[src/rtl/y86_seq_ctrl.sv]
// Y86 SEQ sequencing/status controller: PC register, stage FSM, status latch, counters.
// Optional single-step support is enabled with `define SINGLE_STEP_EN.
module y86_seq_ctrl #(
   parameter int unsigned       ADDR_W   = 64,
   parameter logic [ADDR_W-1:0] RESET_PC = '0,
   parameter int unsigned       CNT_W    = 32
) (
   input  logic              clk,
   input  logic              rst_n,
   input  logic              start,
   input  logic [ADDR_W-1:0] new_pc,
   input  logic              hlt,
   input  logic              imem_err,
   input  logic              ins_err,
   input  logic              dmem_err,
`ifdef SINGLE_STEP_EN
   input  logic              step,
`endif
   output logic [ADDR_W-1:0] pc,
   output logic [3:0]        stage,
   output logic              running,
   output logic [1:0]        status,
   output logic [CNT_W-1:0]  retired,
   output logic [CNT_W-1:0]  cycles
);

   typedef enum logic [3:0] {
      S_IDLE      = 4'd0,
      S_FETCH     = 4'd1,
      S_DECODE    = 4'd2,
      S_EXECUTE   = 4'd3,
      S_MEMORY    = 4'd4,
      S_WRITEBACK = 4'd5,
      S_PCUPD     = 4'd6,
      S_STOP      = 4'd7
`ifdef SINGLE_STEP_EN
      , S_PAUSE   = 4'd8
`endif
   } state_t;

   typedef enum logic [1:0] {
      ST_AOK = 2'd0,
      ST_HLT = 2'd1,
      ST_ADR = 2'd2,
      ST_INS = 2'd3
   } status_t;

   localparam logic [CNT_W-1:0] CNT_ONE = CNT_W'(1);

   state_t            state, state_n;
   status_t           status_q, status_n;
   logic [ADDR_W-1:0] pc_n;
   logic              retire;
   logic              in_stage;

   always_ff @(posedge clk or negedge rst_n) begin
      if (!rst_n) begin
         state    <= S_IDLE;
         pc       <= RESET_PC;
         status_q <= ST_AOK;
      end else begin
         state    <= state_n;
         pc       <= pc_n;
         status_q <= status_n;
      end
   end

   always_comb begin
      state_n  = state;
      pc_n     = pc;
      status_n = status_q;
      retire   = 1'b0;
      case (state)
         S_IDLE:      if (start) state_n = S_FETCH;
         // Fetch-time faults in priority order; a halt retires, the others do not.
         S_FETCH: begin
            if (imem_err) begin
               state_n  = S_STOP;
               status_n = ST_ADR;
            end else if (ins_err) begin
               state_n  = S_STOP;
               status_n = ST_INS;
            end else if (hlt) begin
               state_n  = S_STOP;
               status_n = ST_HLT;
               retire   = 1'b1;
            end else begin
               state_n  = S_DECODE;
            end
         end
         S_DECODE:    state_n = S_EXECUTE;
         S_EXECUTE:   state_n = S_MEMORY;
         S_MEMORY: begin
            if (dmem_err) begin
               state_n  = S_STOP;
               status_n = ST_ADR;
            end else begin
               state_n  = S_WRITEBACK;
            end
         end
         S_WRITEBACK: state_n = S_PCUPD;
         S_PCUPD: begin
            pc_n   = new_pc;
            retire = 1'b1;
`ifdef SINGLE_STEP_EN
            state_n = S_PAUSE;
`else
            state_n = S_FETCH;
`endif
         end
         S_STOP:      state_n = S_STOP;
`ifdef SINGLE_STEP_EN
         S_PAUSE:     if (step) state_n = S_FETCH;
`endif
         default:     state_n = S_IDLE;
      endcase
   end

   assign in_stage = (state >= S_FETCH) && (state <= S_PCUPD);

   always_ff @(posedge clk or negedge rst_n) begin
      if (!rst_n) begin
         retired <= '0;
         cycles  <= '0;
      end else begin
         if (retire && (retired != '1)) retired <= retired + CNT_ONE;
         if (in_stage && (cycles != '1)) cycles <= cycles + CNT_ONE;
      end
   end

   assign stage  = state;
   assign status = status_q;
`ifdef SINGLE_STEP_EN
   assign running = in_stage || (state == S_PAUSE);
`else
   assign running = in_stage;
`endif

endmodule

[config.mk]
export PLATFORM = sky130hd
export DESIGN_NAME = y86_seq_ctrl
export DESIGN_NICKNAME = d
export VERILOG_FILES = /design/src/rtl/y86_seq_ctrl.sv
export SDC_FILE = /design/constraint.sdc
export NUM_CORES = 1
export LEC_CHECK = 0
export ABC_AREA = 1
export BUFFER_PORTS_ARGS = -buffer_cell sky130_fd_sc_hd__clkbuf_2
export CAP_MARGIN = 20
export CORE_MARGIN = 2
export CORE_UTILIZATION = 40
export DETAILED_ROUTE_END_ITERATION = 8
export HOLD_SLACK_MARGIN = 0.08
export MAX_ROUTING_LAYER = met4
export PLACE_DENSITY = 0.66
export SLEW_MARGIN = 40
export SYNTH_ARGS = -nofsm -noshare
export SYNTH_HDL_FRONTEND = slang
export SYNTH_SLANG_ARGS = --single-unit
[constraint.sdc]
create_clock -name clk -period 2.6 [get_ports clk]
set_clock_uncertainty 0.05 [all_clocks]
set_input_delay 0.52 -clock clk [delete_from_list [all_inputs] [get_ports clk]]
set_output_delay 0.52 -clock clk [all_outputs]
set_load 0.02 [all_outputs]
# == After elaboration in Yosys (flattened, before gate mapping) ==
# Index checks and enable logic that the tools add are counted.
# Widths: inputs -> output; s select.
# word_totals
regBits,134
in_bits,71
word_cells,42
# op_classes
n_addsub,2
n_lt_le_gt_ge,2
n_eq_ne,12
mux,15
n_reduce_logical,6
# ops
cell,count
$add 32x1->32 const B,2
$ne 32x32->1 const B,2
$pmux 4 s8,1
$eq 4x3->1 const B,4
$mux 2,5
$mux 3,3
$eq 4x2->1 const B,2
$eq 4x1->1 const B,1
$ge 4x1->1 const B,1
$le 4x3->1 const B,1
$logic_not 4->1,1
$mux 4,1
$ne 2x2->1 const B,2
$ne 4x4->1 const B,1
$pmux 2 s2,1
$logic_and 1x1->1,3
$mux 1,3
$reduce_and 3->1,1
$pmux 1 s2,1
$reduce_bool 2->1,1

# == Logic depth before layout (Yosys ltp) ==
# depth
depth_word,5
ltp_mapped,11

# == Worst setup path before layout ==
# Ideal clock, no wire load.
# synth_path
kind,register to register
startpoint,register cycles[0]
endpoint,register cycles[28]
setup_ns,0.117
arrival_ns,1.708
setup_slack_ns,0.725
path_stages_with_launch,12
path_cell_list,dfrtp_1 ha_1 inv_1 nor2_4 nand2_4 nor2_4 nand2_4 nand2_4 inv_2 buf_2 nand2_1 nand2_1
# synth_between
elab_chain_cells,2
elab_cells_between_ends,3
# synth_rtl
item,line_no,text
"start, declared",24,output logic [CNT_W-1:0] cycles
"start signal, assigned",127,if (in_stage && (cycles != '1)) cycles <= cycles + CNT_ONE;
branches (longest 2 deep; another with $add 32x1->32),--,
# Parallel ways; which one is timed is not known.
# A chain may end at the register's enable or synchronous reset.

# == Worst setup path after layout ==
# layout_path
startpoint,register state[0] (netlist: stage[0])
endpoint,output port running
# layout_between
elab_chain_cells,2
elab_cells_between_ends,3
# layout_rtl
item,line_no,text
"start, declared",50,"state_t state, state_n;"
"start signal, assigned",62,state <= state_n;
$ge 4x1->1 or $le 4x3->1 (tied branches),119,assign in_stage = (state >= S_FETCH) && (state <= S_PCUPD);
$logic_and 1x1->1 (*),119,
"end, declared",21,"output logic running,"
# Mark *: on every way between the ends. The rest lies on a longest branch, timed or not.

==> results.toml <==
[final_layout]
final_nets = 1299
drive_above_1_share = 0.2115
syn2layout_area_growth_pct = 26.47
final_core_util = 0.5153
stdcell_count = 1465
design_area_mm2 = 0.008882

[timing]
slew_viol_final = 0
timing.setup.tns_ps = 0
worstMarginPinSlew_ps = 641.5
period_minus_slack_ps = 2130
hold_viol = 0
period_share = 0.8191
clock.fmax_mhz = 469.6
relSlewSlack = 0.5723
setup_viol = 0
rsz0062_at_grt = "no"

[drt]
detail_route.iter0.violations = 507
wl_um = 19040
drc = 0
avgViaCountPerCell = 4.681
dr.pass1.iters = 5
ant_nets = 0
dr_total_vias = 6858
post_drt_wl_per_cell_um = 12.99

[synthesis]
syn_inst = 1019
ys_seq_area_frac = 0.4739
yosys_warnings = 0
syn_area_per_cell_um2 = 6.892
ys_seq_elements = 133
ys_types = 29
syn_area_mm2 = 0.007023
postSynthNetCount = 1092

[critical_path]
startpoint_type = "flop"
path_delay_family = "flip-flops"
crit_arrival_ps = 1560
cp_data_required_time_ps = 2030
end_kind = "primary output"
crit_type = "reg2out"
path_common_cell = "nand2_1"
crit_path_cell_trace = "nor2_1 > nand2_1 > nand2_1 > inv_2 > clkbuf_2"
cp_num_buf_inv = 2
slowest_delay_ps = 510
crit_slowest_cell = "dfrtp_1"
cp_max_fo = 8

[place]
gp_congestion = 0.9027
port_buffers = 204
dp_cells = 1431
hpwlAfterDp_um = 14000
post_dp_cell_area_mm2 = 0.008287

[clock_network]
cts_tree = "yes"
insertion_delay_ps = 420
clock_tree.root_cell = "clkbuf_16"
clkTransAtPathRegs_ps = 60
numCtsBuffers = 17
clockBufferDepth = 2
ctsHtreeMaxLevel = 4
clock_sinks = 133
ctsResizeCount = 0

[global_route]
grt_max_degree = 65
track_usage = 0.2149
grt_pass1_vias = 6277
grt_antenna_before_repair = 1
grt_pass1_wl_um = 30810
grt_overflow_total = 0

[floorplan]
num_rows = 48
pin_count = 206
chipWidth_um = 136.5
die_area_mm2 = 0.01863
core_area_mm2 = 0.01724
floorplan.initialDensity = 0.4074
die_y_um = 136.5

[power]
cellLeakagePower_nw = 4.707
power_density_mw_per_mm2 = 968.6
ir_worst_vdd_uv = 710.1

[run]
maxCapViolations = 0

[status]
status = "complete, no violations"

[worst_hold_path]
hold_class = "in2reg"
[worst min-delay path: cells and delay by family]
family / cells / cell delay [ps]
and+or+nand+nor: 2 / 90
buffers and inverters: 1 / 70
[cell usage after synthesis, drive strengths merged]
| cell type | instances | area [um2] |
|---|---|---|
| dfrtp | 133 | 3328 |
| and2 | 1 | 6.260 |
| o21ai | 10 | 50.05 |
| a21oi | 4 | 31.28 |
| nor3 | 1 | 5.000 |
| buf | 16 | 100.1 |
| conb | 1 | 3.750 |
| ha | 2 | 25.02 |
| clkbuf | 8 | 30.03 |
| nand3 | 41 | 210.2 |
| nand3b | 5 | 37.54 |
| xor2 | 12 | 105.1 |
| xnor2 | 9 | 78.83 |
| nor2 | 127 | 516.7 |
| o31ai | 1 | 7.510 |
| nand2 | 576 | 2197 |
| inv | 65 | 244.0 |
| o2111ai | 1 | 8.760 |
| nand4 | 4 | 25.02 |
| a31oi | 2 | 12.51 |
[logic make-up (layout without fill, tap and decap cells)]
kind of cell,after synthesis,in the layout,share of synthesized area
AO/OA/AOI/OAI,18,18,0.01568
adder cells (fa/ha/maj),2,2,0.003563
flip-flops,133,133,0.4739
AND/OR/NAND/NOR,755,755,0.4269
other,1,2,0.0005340
XOR/XNOR,21,21,0.02619
buffers and inverters,89,309,0.05327
[timing repair]
item | in CTS | in global routing
buffers inserted | 0 | 0
hold buffers | 1 | 0
endpoints found under the hold margin | 52 | 0
[state kept, by name (all words and copies together), names as in the netlist]
register,flops
pc,64
cycles,32
retired,32
stage,3
status,2
[layer usage]
layer | GRT usage | wire length (um) | vias up
met5 | - | 0 | -
met4 | 0.07292 | 310 | 0
met3 | 0.04370 | 1343 | 26
met2 | 0.3142 | 8602 | 256
met1 | 0.2978 | 8779 | 3076
li1 | - | - | 3500
[cell type report]
cell class	count	area, um2
timing repair buffer	212	1115
inverter	65	244.0
clock inverter	13	150.1
sequential	133	3328
clock buffer	19	432.9
fill	1718	8354
tap	225	281.5
multi-input combinational	797	3328
antenna	1	2.502
[metrics by stage]
step / total power, mW / hold WS [ps] / worst slack (ps)
2_1_floorplan: 5.169 / 174.4 / 725.0
3_3_place_gp: 6.217 / 403.7 / 595.2
3_5_place_dp: 6.270 / 407.4 / 537.0
4_1_cts: 8.702 / 227.6 / 440.1
5_1_grt: 9.205 / 246.5 / 330.0
6_report: 8.604 / 241.0 / 470.3
[where the power goes]
group | internal [mW] | switching, mW | total [mW]
Clock | 1.43 | 0.979 | 2.40
Combinational | 0.918 | 2.18 | 3.10
Sequential | 2.67 | 0.427 | 3.10
Total | 5.02 | 3.58 | 8.60
[layout by cell type, fill, tap and decap left out, types with 3 or more instances in the layout]
cell,netlist,final
xnor2_1,9,9
clkbuf_16,0,17
buf_4,3,5
dfrtp_1,133,133
nand3_1,40,40
nand3b_1,5,5
nand2_1,570,570
a21oi_1,3,3
o21ai_0,10,10
nor2_4,4,5
inv_2,3,4
clkinvlp_4,0,5
inv_6,0,4
xor2_1,12,12
clkbuf_2,0,203
nand4_1,4,4
nand2_4,4,4
inv_1,62,61
nor2_1,119,118
nor2_2,4,4
[path summary, 6_finish.rpt]
path	startpoint	endpoint	slack, ps	cells past startpoint
max in group asynchronous	rst_n	pc[4]	1270	3
min	new_pc[17]	pc[17]	240	3
min reg2reg	pc[56]	pc[56]	420	2
max	stage[0]	running	470	5
max reg2reg	cycles[0]	cycles[10]	520	10
min in group asynchronous	rst_n	pc[16]	600	2
Note: power is estimated with default switching activity, not from simulation.
